**src/rtl/instr_fetch_unit_if.sv**
```systemverilog
// Fetch unit bus bundle: instruction-memory req/ack port plus the decode-side valid/ready port.
// Latency: n/a (wires only).
// Backpressure: imem_req holds until imem_ack; instr_valid holds until instr_ready.
// Ports (master = fetch unit, slave = environment):
//   pc_next, imem_ack, imem_rdata, instr_ready          -> into fetch unit
//   imem_req, imem_addr, instr_valid, pc, instr, fields, fetch_err -> out of fetch unit
interface instr_fetch_unit_if;
    logic [31:0] pc_next;
    logic        imem_req;
    logic [31:0] imem_addr;
    logic        imem_ack;
    logic [31:0] imem_rdata;
    logic        instr_valid;
    logic        instr_ready;
    logic [31:0] pc;
    logic [31:0] instr;
    logic [5:0]  opcode;
    logic [4:0]  rs;
    logic [4:0]  rt;
    logic [4:0]  rd;
    logic [4:0]  shamt;
    logic [5:0]  funct;
    logic [31:0] imm_sext;
    logic [25:0] jtarget;
    logic        fetch_err;

    modport master (
        input  pc_next, imem_ack, imem_rdata, instr_ready,
        output imem_req, imem_addr, instr_valid, pc, instr,
               opcode, rs, rt, rd, shamt, funct, imm_sext, jtarget, fetch_err
    );

    modport slave (
        output pc_next, imem_ack, imem_rdata, instr_ready,
        input  imem_req, imem_addr, instr_valid, pc, instr,
               opcode, rs, rt, rd, shamt, funct, imm_sext, jtarget, fetch_err
    );
endinterface

```
**src/rtl/instr_fetch_unit.sv**
```systemverilog
// MIPS fetch stage: owns the PC, reads imem via req/ack, holds the word for decode.
// Latency: zero-wait memory gives instr_valid one cycle after the request; 2 cycles/instr min.
// Backpressure: instruction, PC and decoded fields stay frozen while instr_ready is low.
// Ports: clk, reset (synchronous, active-low), bus (instr_fetch_unit_if.master).
// Optional: define FETCH_TIMEOUT_EN to raise fetch_err after TIMEOUT FETCH cycles with no ack.
module instr_fetch_unit #(
    parameter logic [31:0] RESET_PC = 32'h0000_0000,
    parameter int          TIMEOUT  = 16
) (
    input  logic              clk,
    input  logic              reset,
    instr_fetch_unit_if.master bus
);

    // Catch bad configurations at elaboration rather than as odd runtime behaviour.
    if (RESET_PC[1:0] != 2'b00 || TIMEOUT < 1 || TIMEOUT > 65536) begin : g_bad_param
        $error("instr_fetch_unit: RESET_PC must be word aligned and TIMEOUT in 1..65536");
    end

    typedef enum logic [1:0] {
        S_FETCH = 2'd0,
        S_HOLD  = 2'd1,
        S_ERR   = 2'd2
    } state_t;

    state_t      state;
    state_t      state_nx;
    logic [31:0] pc_q;
    logic [31:0] instr_q;
    logic        err_q;
    logic        pc_next_aligned;
    logic        timed_out;

    assign pc_next_aligned = (bus.pc_next[1:0] == 2'b00);

`ifdef FETCH_TIMEOUT_EN
    logic [15:0] wait_cnt;

    // An ack on the limit cycle takes priority, so the timeout only fires without ack.
    assign timed_out = (state == S_FETCH) && !bus.imem_ack &&
                       (wait_cnt == 16'(TIMEOUT - 1));

    // Counter is zero on every entry to FETCH because it is held clear elsewhere.
    always_ff @(posedge clk) begin
        if (!reset) begin
            wait_cnt <= '0;
        end else if (state == S_FETCH && !bus.imem_ack) begin
            wait_cnt <= wait_cnt + 16'd1;
        end else begin
            wait_cnt <= '0;
        end
    end
`else
    assign timed_out = 1'b0;
`endif

    // State register
    always_ff @(posedge clk) begin
        if (!reset) begin
            state <= S_FETCH;
        end else begin
            state <= state_nx;
        end
    end

    // Next-state logic
    always_comb begin
        state_nx = state;
        case (state)
            S_FETCH: begin
                if (bus.imem_ack) begin
                    state_nx = S_HOLD;
                end else if (timed_out) begin
                    state_nx = S_ERR;
                end
            end
            S_HOLD: begin
                if (bus.instr_ready) begin
                    state_nx = pc_next_aligned ? S_FETCH : S_ERR;
                end
            end
            S_ERR:   state_nx = S_ERR;
            default: state_nx = S_FETCH;
        endcase
    end

    // Output logic; reset gating keeps both handshakes quiet while reset is held.
    always_comb begin
        bus.imem_req    = 1'b0;
        bus.instr_valid = 1'b0;
        case (state)
            S_FETCH: bus.imem_req    = reset;
            S_HOLD:  bus.instr_valid = reset;
            default: ;
        endcase
    end

    // Datapath: PC, captured instruction, sticky error
    always_ff @(posedge clk) begin
        if (!reset) begin
            pc_q    <= RESET_PC;
            instr_q <= '0;
            err_q   <= 1'b0;
        end else begin
            if (state == S_FETCH && bus.imem_ack) begin
                instr_q <= bus.imem_rdata;
            end
            // pc_next is only looked at on the HOLD handoff edge.
            if (state == S_HOLD && bus.instr_ready && pc_next_aligned) begin
                pc_q <= bus.pc_next;
            end
            // ERR is absorbing until reset, so this also keeps the flag sticky.
            if (state_nx == S_ERR) begin
                err_q <= 1'b1;
            end
        end
    end

    assign bus.imem_addr = pc_q;
    assign bus.pc        = pc_q;
    assign bus.instr     = instr_q;
    assign bus.fetch_err = err_q;
    assign bus.opcode    = instr_q[31:26];
    assign bus.rs        = instr_q[25:21];
    assign bus.rt        = instr_q[20:16];
    assign bus.rd        = instr_q[15:11];
    assign bus.shamt     = instr_q[10:6];
    assign bus.funct     = instr_q[5:0];
    assign bus.imm_sext  = {{16{instr_q[15]}}, instr_q[15:0]};
    assign bus.jtarget   = instr_q[25:0];

endmodule

```
**src/flat_wrapper.sv**
```systemverilog
// flat-port wrapper written by rule: the top's interface ports become plain ports
module instr_fetch_unit_flat 
#(
    parameter logic [31:0] RESET_PC = 32'h0000_0000,
    parameter int          TIMEOUT  = 16
)
  (clk, reset, bus_pc_next, bus_imem_ack, bus_imem_rdata, bus_instr_ready, bus_imem_req, bus_imem_addr, bus_instr_valid, bus_pc, bus_instr, bus_opcode, bus_rs, bus_rt, bus_rd, bus_shamt, bus_funct, bus_imm_sext, bus_jtarget, bus_fetch_err);
  instr_fetch_unit_if bus_i ();
  input  logic clk;
  input  logic reset;
  input wire logic [$bits(bus_i.pc_next)-1:0] bus_pc_next;
  input wire logic [$bits(bus_i.imem_ack)-1:0] bus_imem_ack;
  input wire logic [$bits(bus_i.imem_rdata)-1:0] bus_imem_rdata;
  input wire logic [$bits(bus_i.instr_ready)-1:0] bus_instr_ready;
  output wire logic [$bits(bus_i.imem_req)-1:0] bus_imem_req;
  output wire logic [$bits(bus_i.imem_addr)-1:0] bus_imem_addr;
  output wire logic [$bits(bus_i.instr_valid)-1:0] bus_instr_valid;
  output wire logic [$bits(bus_i.pc)-1:0] bus_pc;
  output wire logic [$bits(bus_i.instr)-1:0] bus_instr;
  output wire logic [$bits(bus_i.opcode)-1:0] bus_opcode;
  output wire logic [$bits(bus_i.rs)-1:0] bus_rs;
  output wire logic [$bits(bus_i.rt)-1:0] bus_rt;
  output wire logic [$bits(bus_i.rd)-1:0] bus_rd;
  output wire logic [$bits(bus_i.shamt)-1:0] bus_shamt;
  output wire logic [$bits(bus_i.funct)-1:0] bus_funct;
  output wire logic [$bits(bus_i.imm_sext)-1:0] bus_imm_sext;
  output wire logic [$bits(bus_i.jtarget)-1:0] bus_jtarget;
  output wire logic [$bits(bus_i.fetch_err)-1:0] bus_fetch_err;
  assign bus_i.pc_next = bus_pc_next;
  assign bus_i.imem_ack = bus_imem_ack;
  assign bus_i.imem_rdata = bus_imem_rdata;
  assign bus_i.instr_ready = bus_instr_ready;
  assign bus_imem_req = bus_i.imem_req;
  assign bus_imem_addr = bus_i.imem_addr;
  assign bus_instr_valid = bus_i.instr_valid;
  assign bus_pc = bus_i.pc;
  assign bus_instr = bus_i.instr;
  assign bus_opcode = bus_i.opcode;
  assign bus_rs = bus_i.rs;
  assign bus_rt = bus_i.rt;
  assign bus_rd = bus_i.rd;
  assign bus_shamt = bus_i.shamt;
  assign bus_funct = bus_i.funct;
  assign bus_imm_sext = bus_i.imm_sext;
  assign bus_jtarget = bus_i.jtarget;
  assign bus_fetch_err = bus_i.fetch_err;
  instr_fetch_unit #(.RESET_PC(RESET_PC), .TIMEOUT(TIMEOUT)) u_core (.clk(clk), .reset(reset), .bus(bus_i));
endmodule
```
**config.mk**
```make
export PLATFORM = sky130hd
export DESIGN_NAME = instr_fetch_unit_flat
export DESIGN_NICKNAME = d
export VERILOG_FILES = /design/src/rtl/instr_fetch_unit_if.sv /design/src/rtl/instr_fetch_unit.sv /design/src/flat_wrapper.sv
export SDC_FILE = /design/constraint.sdc
export NUM_CORES = 1
export LEC_CHECK = 0
export ABC_AREA = 1
export BUFFER_PORTS_ARGS = -buffer_cell sky130_fd_sc_hd__buf_2
export CORE_ASPECT_RATIO = 0.9
export CORE_MARGIN = 1.5
export CORE_UTILIZATION = 39
export DETAILED_ROUTE_END_ITERATION = 10
export GPL_TIMING_DRIVEN = 1
export PLACE_DENSITY_LB_ADDON = 0.1
export REMOVE_ABC_BUFFERS = 1
export SETUP_SLACK_MARGIN = 0.3
export SYNTH_ARGS = -nofsm -noshare
export SYNTH_HDL_FRONTEND = slang
export SYNTH_SLANG_ARGS = --single-unit
```
**constraint.sdc**
```tcl
create_clock -name clk -period 2.5 [get_ports clk]
set_clock_uncertainty 0.2 [all_clocks]
set_input_delay 0.25 -clock clk [delete_from_list [all_inputs] [get_ports clk]]
set_output_delay 0.25 -clock clk [all_outputs]
set_load 0.02 [all_outputs]
```
==> results.json, run 1 <==
{
  "r2r_slack_ps": 720,
  "cts_sinks": 67,
  "fin_ws_ps": 663.6,
  "outcome": "finished, final reports clean",
  "cellPowerDensity_mw_per_mm2": 645.7,
  "grt_usage_pct": 17.55,
  "fill_cells": 936,
  "ys_seq_elements": 67,
  "arrival_ps": 1390,
  "vdd_drop_max_mv": 0.2932,
  "r2r_cells": 5,
  "final_area_mm2": 0.004542,
  "rsz0062_at_grt": "no",
  "postCtsSetupBuffers": 0,
  "portBuffers": 256,
  "critPathCapture": "bus_instr_valid",
  "start_util_pct": 39.93,
  "dpl_cell_area_mm2": 0.003994,
  "drc": 0,
  "crit_buf_inv": 4,
  "h-tree-depth": 3,
  "tns_ps": 0,
  "critical_path_peak_fanout": 3,
  "synthesis.area_mm2": 0.003611,
  "maxCapViolCount": 0,
  "finalHoldViolations": 0,
  "cp-startpoint": "reset",
  "die_area_mm2": 0.009846,
  "cts_tree": "built",
  "syn_inst": 490,
  "final_cell_mix": "256 x buf_2, 127 x nor2_1, 67 x dfxtp_1",
  "grt_max_degree": 67,
  "fin_nets": 714,
  "power_w": 0.002933,
  "setup.worst_path.end_class": "primary output",
  "drive_gt1_share_pct": 43.47,
  "max_freq_mhz": 544.5,
  "wl_per_cell_um": 11.64,
  "overflow": 0,
  "worst-setup-path-type": "primary input to primary output",
  "coreArea_mm2": 0.009042,
  "worstSetupStartpointType": "primary input",
  "cp.depth": 5,
  "hpwlAfterDp_um": 6270,
  "pre_cts_slack_ps": 716.1,
  "avgSynthCellArea_um2": 7.369,
  "grt_pass1_vias": 2697,
  "path_delay_family": "buffers and inverters",
  "io_pins": 257,
  "r2r_start": "u_core.state[1]",
  "worst_slew_pin_slew_ps": 732.6,
  "placementRows": 33,
  "finalCritPeriodShare_pct": 73.46,
  "min_path_type": "primary input to flip-flop",
  "holdWs_ps": 40.07,
  "clk_pin_slew_ps": 80,
  "cts_buffer_depth": 2,
  "final_antenna_net_count": 0,
  "critPathSlowestCell": "dlygate4sd3_1",
  "worstPathRequired_ps": 2050,
  "drv_slew": 0,
  "cts_root_buf": "clkbuf_8",
  "ys_warn_count": 0,
  "setup_viol": 0,
  "antenna_found_initial": 0,
  "ctsResizeCount": 0,
  "final_common_cell": "buf_2",
  "r2r_end": "u_core.bus.instr[31]",
  "place_congestion": 0.7213,
  "slowest_delay_ps": 550,
  "vias": 3255,
  "drt_iter0_drc": 141,
  "grt_pass1_wl_um": 13750,
  "antenna_cells": 0,
  "cts_inserted_buffers": 9,
  "crit_top_cell": "buf_2",
  "ys_seq_area_share_pct": 37.14,
  "ys_types": 18,
  "die_y_um": 94.29,
  "insertion_delay_ps": 330,
  "power_leakage_nw": 2.650,
  "drtPass1Iterations": 4,
  "syn2layout_area_growth_pct": 25.78,
  "period_needed_ps": 1836,
  "die_w_um": 104.4,
  "crit_chain": "dlygate4sd3_1 -> buf_2 -> inv_1 -> nor3_1 -> buf_2",
  "slew_headroom_pct": 51.05,
  "totalWireLength_um": 8994,
  "vias_per_cell": 4.211
}
==> state kept, by name, summed over array words and instances, names as in the netlist <==
register              count
u_core.bus.fetch_err      1
u_core.bus.imem_addr     32
u_core.bus.instr         32
u_core.state              2
==> layout make-up <==
cell class / instances / area [um^2] / area share (%)
Tap cell: 122 / 152.6 / 3.361
Clock inverter: 6 / 90.09 / 1.983
Sequential cell: 67 / 1341 / 29.53
Inverter: 38 / 142.6 / 3.140
Timing Repair Buffer: 293 / 1642 / 36.14
Multi-Input combinational cell: 237 / 1046 / 23.03
Clock buffer: 10 / 127.6 / 2.810
==> worst register-to-register path: cells and delay by family (launching register included) <==
kind | cells | cell delay (ps)
and+or+nand+nor | 3 | 490
DFF | 1 | 370
buffers and inverters | 2 | 650
==> per-stage QoR <==
stage          util (%)  instances
2_1_floorplan         -        342
4_1_cts           50.23        773
3_3_place_gp      44.17        724
6_report          50.23        773
5_1_grt           50.23        773
3_5_place_dp      44.17        724
==> how the worst min path moves through the flow <==
stage | depth (start not counted) | slack, ps | to | from
CTS | 5 | 20 | u_core.bus.imem_addr[2] | bus_pc_next[2]
global route | 5 | 50 | u_core.bus.imem_addr[9] | bus_pc_next[9]
finish | 5 | 40 | u_core.bus.imem_addr[9] | bus_pc_next[9]
floorplan | 2 | 160 | u_core.bus.fetch_err | reset
detailed placement | 2 | 230 | u_core.bus.imem_addr[0] | u_core.bus.imem_addr[0]
global placement | 2 | 230 | u_core.bus.imem_addr[1] | u_core.bus.imem_addr[1]
==> cell usage after synthesis <==
master | n | share of area, %
dfxtp_1 | 67 | 37
nor3_1 | 1 | 0.14
buf_4 | 126 | 26
a21oi_1 | 1 | 0.14
clkbuf_1 | 5 | 0.52
inv_1 | 35 | 3.6
buf_2 | 8 | 1.1
nor2_4 | 2 | 0.62
buf_1 | 3 | 0.31
nand3_2 | 1 | 0.28
inv_2 | 3 | 0.31
nand3_4 | 1 | 0.49
o21ai_0 | 32 | 4.4
nand4_1 | 30 | 5.2
nand2_1 | 40 | 4.2
nor2_1 | 128 | 13
nand3_1 | 1 | 0.14
buf_6 | 6 | 1.9
==> power by group <==
part | switching (W) | internal, W | total, W
combinational | 0.000494 | 0.000265 | 0.000759
clock | 0.000415 | 0.000564 | 0.000978
sequential | 0.0000649 | 0.00113 | 0.00120
==> layer usage <==
layer | up-vias | routed length (um) | GRT usage, %
met5 | - | 0 | 0
met4 | 0 | 62 | 4.514
met3 | 6 | 399 | 4.300
met2 | 101 | 4327 | 29.11
met1 | 1445 | 4205 | 22.85
li1 | 1703 | - | -
==> timing repair <==
item                                    in CTS  in global routing
hold buffers                                33                  0
endpoints found under the hold margin       33                  0
endpoints found under the setup margin       0                  0
==> kinds of logic (layout without fill, tap and decap cells) <==
group	Yosys count	count (layout)	share of synthesized area, %
buffers and inverters	186	347	33.96
and+or+nand+nor	204	204	24.32
AOI/OAI and AO/OA	33	33	4.574
DFF	67	67	37.14
Power figures use the tool's default switching activity.
==> run 2: changes to the inputs <==
Clock period 2.5 ns to 1.75 ns, I/O delays scaled along.
==> run 2 against run 1 <==
  * The flow now finishes with violations (hold timing)
  * Combinational power grew 55%
  * Worst hold slack lost 82 ps
  * Final area grew 8.0%
  * Worst setup slack lost 350 ps
  * First-iteration DRC count shrank 22%
  * Largest power group unchanged
==> results.json, run 2 (synthesis results as in run 1) <==
{
  "cts_buffer_depth": 2,
  "stdcell_count": 809,
  "worstSetupStartpointType": "flip-flop",
  "totalWireLength_um": 9586,
  "critical_path_peak_fanout": 3,
  "min_path_cells": 3,
  "portBuffers": 256,
  "final_common_cell": "buf_2",
  "cts_inserted_buffers": 9,
  "worst_slew_pin_slew_ps": 385.0,
  "vdd_drop_max_mv": 0.4534,
  "vias_per_cell": 4.284,
  "cts_tree": "built",
  "cts_hold_buf": 63,
  "fill_cells": 912,
  "cts_root_buf": "clkbuf_8",
  "overflow": 0,
  "setup.worst_path.end_class": "primary output",
  "top_layer_used": "met4",
  "seq_area_mm2": 0.001350,
  "multiInputGateArea_mm2": 0.001062,
  "rsz0062_at_grt": "yes",
  "grt_max_degree": 42,
  "worst-setup-path-type": "flip-flop to primary output",
  "outcome": "complete, but fails checks",
  "h-tree-depth": 3,
  "drtPass1Iterations": 4,
  "wl_met1_um": 4200,
  "r2r_start": "u_core.state[0]",
  "place_congestion": 0.7251,
  "arrival_ps": 1060,
  "whs_endpoint": "u_core.state[0]",
  "grt_pass1_wl_um": 14640,
  "r2r_cells": 7,
  "insertion_delay_ps": 330,
  "start_util_pct": 39.93,
  "r2r_end": "u_core.bus.imem_addr[27]",
  "fin_nets": 751,
  "power_w": 0.003976,
  "setup_viol": 0,
  "antenna_found_initial": 0,
  "coreArea_mm2": 0.009042,
  "max_freq_mhz": 697.6,
  "die_y_um": 94.29,
  "min_path_type": "primary input to flip-flop",
  "vias": 3466,
  "final_antenna_net_count": 0,
  "finalCritPeriodShare_pct": 81.91,
  "wl_per_cell_um": 11.85,
  "failed_checks": "hold timing",
  "power_leakage_nw": 2.803,
  "holdWs_ps": -41.57,
  "io_pins": 257,
  "final_area_mm2": 0.004907,
  "cellPowerDensity_mw_per_mm2": 810.3,
  "dpl_cell_area_mm2": 0.004049,
  "die_w_um": 104.4,
  "slew_headroom_pct": 74.33,
  "wl_met2_um": 4739,
  "place_inst": 728,
  "period_needed_ps": 1433,
  "min_from": "bus_imem_ack",
  "die_area_mm2": 0.009846,
  "placementRows": 33,
  "drive_gt1_share_pct": 42.79,
  "worstPathRequired_ps": 1370,
  "final_cell_mix": "254 x buf_2, 126 x nor2_1, 64 x dfxtp_1",
  "maxCapViolCount": 0,
  "drt_iter0_drc": 110,
  "r2r_slack_ps": 370,
  "grt_usage_pct": 18.64,
  "drv_slew": 0,
  "grt_pass1_vias": 3032,
  "antenna_cells": 0,
  "syn2layout_area_growth_pct": 35.90,
  "clk_pin_slew_ps": 70,
  "drc": 0,
  "hpwlAfterDp_um": 6396,
  "finalHoldViolations": 1,
  "cts_sinks": 67,
  "dr_wl_met3_um": 514
}
[run 2: cell types whose count changed in the layout (fill, tap and decap cells not counted), moves of 3 or more]
cell           before  now
dlygate4sd3_1      33   63
buf_4               4    9
dfxtp_1            67   64
inv_2               3    0
inv_4               0    3
[run 2: how the worst max path moves through the flow]
stage	from	to	slack, ps	depth (start not counted)
after global routing	u_core.state[0]	bus_imem_req	230	4
after detailed placement	u_core.state[1]	u_core.bus.instr[29]	290	5
after CTS	u_core.state[1]	bus_imem_req	260	4
after global placement	u_core.state[1]	u_core.bus.instr[16]	340	5
after floorplan	u_core.bus.instr[15]	u_core.bus.instr[15]	-1670	2
final	u_core.state[1]	bus_instr_valid	320	2
[run 2: report_power, final]
part	total, W	switching, W	internal [W]
clock network	0.00109	0.000548	0.000539
registers	0.00171	0.0000947	0.00162
logic	0.00118	0.000731	0.000447
total	0.00398	0.00137	0.00260
[run 2: cell type report]
cell class                      count  share of cell area [%]
Timing Repair Buffer              330                   41.41
Tap cell                          122                   3.111
Sequential cell                    67                   27.51
Multi-Input combinational cell    237                   21.65
Clock inverter                      3                  0.3060
Inverter                           38                   3.060
Clock buffer                       12                   2.958
[run 2: critical path: stages (launching register included)]
cell and delay, ps:
dfxtp_4 370, nor3_4 210, buf_6 140
[run 2: layer usage]
metal  vias up  track usage, %
met3        12           4.092
met1      1553           22.69
li1       1778               -
met5         -               0
met2       123           32.68
met4         0           6.134
[run 2: repair_timing]
item                       CTS  global route
buffers inserted             2             1
resized for setup           10             9
hold endpoints to repair    63             1
pin swaps                    3             2
setup endpoints to repair   51            43
[run 2: metrics by stage]
stage | worst slack, ps | util [%] | TNS, ps | hold slack (ps)
finish | 316.5 | 54.27 | 0 | -41.57
global route | 227.6 | 54.27 | 0 | -43.53
CTS | 258.8 | 53.95 | 0 | -86.86
detailed placement | 286.1 | 44.78 | 0 | 231.5
global placement | 344.6 | 44.78 | 0 | 223.2
floorplan | -1669 | - | -31320 | 85.38
==> run 3: changes to the inputs <==
Clock period 1.75 ns to 1.4 ns, I/O delays scaled along.
==> run 3 against run 2 <==
  * The flow finishes with violations (setup timing)
  * Global-route usage rose by 7.6 points
  * Largest power group is now combinational logic
  * Highest routed layer unchanged
  * Critical path type unchanged
  * Register-to-register slack got worse by 470 ps
  * Via count rose by 13%
  * Critical endpoint unchanged
  * Clock-buffer cell count did not move
  * Sequential power rose by 29%
  * Final cell count rose by 4.1%
==> results.json, run 3 (synthesis results as in run 1) <==
{
  "outcome": "complete, but fails checks",
  "failed_checks": "setup timing",
  "die_area_mm2": 0.009846,
  "pre_cts_slack_ps": 33.85,
  "place_inst": 734,
  "cts_tree": "built",
  "swShare_pct": 32.81,
  "p_clk_share_pct": 29.1,
  "wl_per_cell_um": 16.42,
  "stdcell_count": 842,
  "setup_viol": 36,
  "drtPass1Iterations": 6,
  "max_freq_mhz": 655.9,
  "whs_endpoint": "u_core.bus.imem_addr[26]",
  "start_util_pct": 39.93,
  "cts_inserted_buffers": 9,
  "min_from": "reset",
  "holdWs_ps": 26.56,
  "overflow": 0,
  "min_path_cells": 4,
  "vias_per_cell": 4.652,
  "antenna_found_initial": 0,
  "cts_sinks": 67,
  "grt_usage_pct": 26.23,
  "final_antenna_net_count": 0,
  "worst_slew_pin_slew_ps": 614.1,
  "h-tree-depth": 3,
  "die_w_um": 104.4,
  "finalHoldViolations": 0,
  "portBuffers": 256,
  "maxCapViolCount": 0,
  "critical_path_peak_fanout": 3,
  "final_common_cell": "buf_6",
  "r2r_start": "u_core.state[0]",
  "internal-power_w": 0.004313,
  "clk_pin_slew_ps": 80,
  "fin_ws_ps": -124.6,
  "cts_buffer_depth": 2,
  "grt_max_degree": 37,
  "grt_pass1_vias": 3866,
  "p_sw_w": 0.002106,
  "finalCritPeriodShare_pct": 108.9,
  "cts_root_buf": "clkbuf_8",
  "pwr-share-comb_pct": 36.6,
  "grt_pass1_wl_um": 20240,
  "coreArea_mm2": 0.009042,
  "worstSetupStartpointType": "flip-flop",
  "drt_iter0_drc": 139,
  "tns_ps": -1746,
  "power_w": 0.006419,
  "seq_power_share_pct": 34.4,
  "place_congestion": 0.7344,
  "final_cell_mix": "195 x buf_6, 116 x nor2_1, 67 x buf_2",
  "r2r_slack_ps": -100,
  "insertion_delay_ps": 330,
  "period_needed_ps": 1525,
  "vias": 3917,
  "r2r_cells": 8,
  "die_y_um": 94.29,
  "slew_headroom_pct": 59.06,
  "worstPathRequired_ps": 1060,
  "setup.worst_path.end_class": "primary output",
  "worst-setup-path-type": "flip-flop to primary output",
  "drive_gt1_share_pct": 59.86,
  "antenna_cells": 0,
  "drc": 0,
  "drv_slew": 0,
  "min_path_type": "primary input to flip-flop",
  "vdd_drop_max_mv": 0.5257,
  "rsz0062_at_grt": "yes",
  "r2r_end": "u_core.bus.imem_addr[28]",
  "hpwlAfterDp_um": 6496,
  "fin_nets": 783,
  "io_pins": 257,
  "cellPowerDensity_mw_per_mm2": 921.0,
  "syn2layout_area_growth_pct": 93.00,
  "power_leakage_nw": 3.331,
  "placementRows": 33,
  "totalWireLength_um": 13820,
  "arrival_ps": 1180
}
## run 3: what timing repair did
action / 4_1_cts / 5_1_grt
endpoints found under the hold margin: 63 / 0
pin swaps: 13 / 4
setup endpoints to repair: 256 / 256
buffers inserted: 16 / 3
hold buffers: 64 / 0
cloned: 8 / 1
gates resized for setup: 564 / 36
## run 3: how the worst max path moves through the flow
stage	startpoint	depth (start not counted)	slack [ps]	endpoint
5_1_grt	u_core.state[0]	4	-190	bus_instr_valid
6_report	u_core.state[0]	4	-120	bus_instr_valid
2_1_floorplan	u_core.bus.instr[15]	2	-2020	u_core.bus.instr[15]
4_1_cts	u_core.state[0]	4	-130	bus_instr_valid
3_3_place_gp	u_core.state[0]	8	50	u_core.bus.fetch_err
3_5_place_dp	u_core.state[0]	8	30	u_core.bus.fetch_err
## run 3: layer usage
metal  share of wire, %  GRT usage [%]
met5                  0              0
met4                2.8          11.23
met3                3.6          4.022
met1                 40          29.16
met2                 54          49.73
## run 3: stage by stage
stage | util (%) | instance area (um^2)
finish | 77.07 | 6969
CTS | 75.07 | 6788
floorplan | - | 2527
global route | 77.07 | 6969
global placement | 45.41 | 4106
detailed placement | 45.41 | 4106
## run 3: critical path: stages (launching register included)
cell and delay, ps:
dfxtp_2 340, inv_2 40, buf_6 110, nor3_4 210, buf_6 150
## run 3: area by class of cell
| class | count | area (um^2) |
|---|---|---|
| multi-input combinational | 237 | 1272 |
| fill | 561 | 2073 |
| timing repair buffer | 360 | 3605 |
| clock inverter | 4 | 72.57 |
| sequential | 67 | 1525 |
| timing repair inverter | 2 | 27.53 |
| tap | 122 | 152.6 |
| inverter | 38 | 158.9 |
| clock buffer | 12 | 155.1 |
## run 3: power groups by stage
stage                     Combinational, W  Sequential [W]  Clock (W)
final                              0.00235         0.00221    0.00186
after global routing               0.00245         0.00222    0.00200
after global placement             0.00135         0.00216          0
after detailed placement           0.00135         0.00217          0
after CTS                          0.00222         0.00221    0.00191
after floorplan                   0.000261         0.00264          0
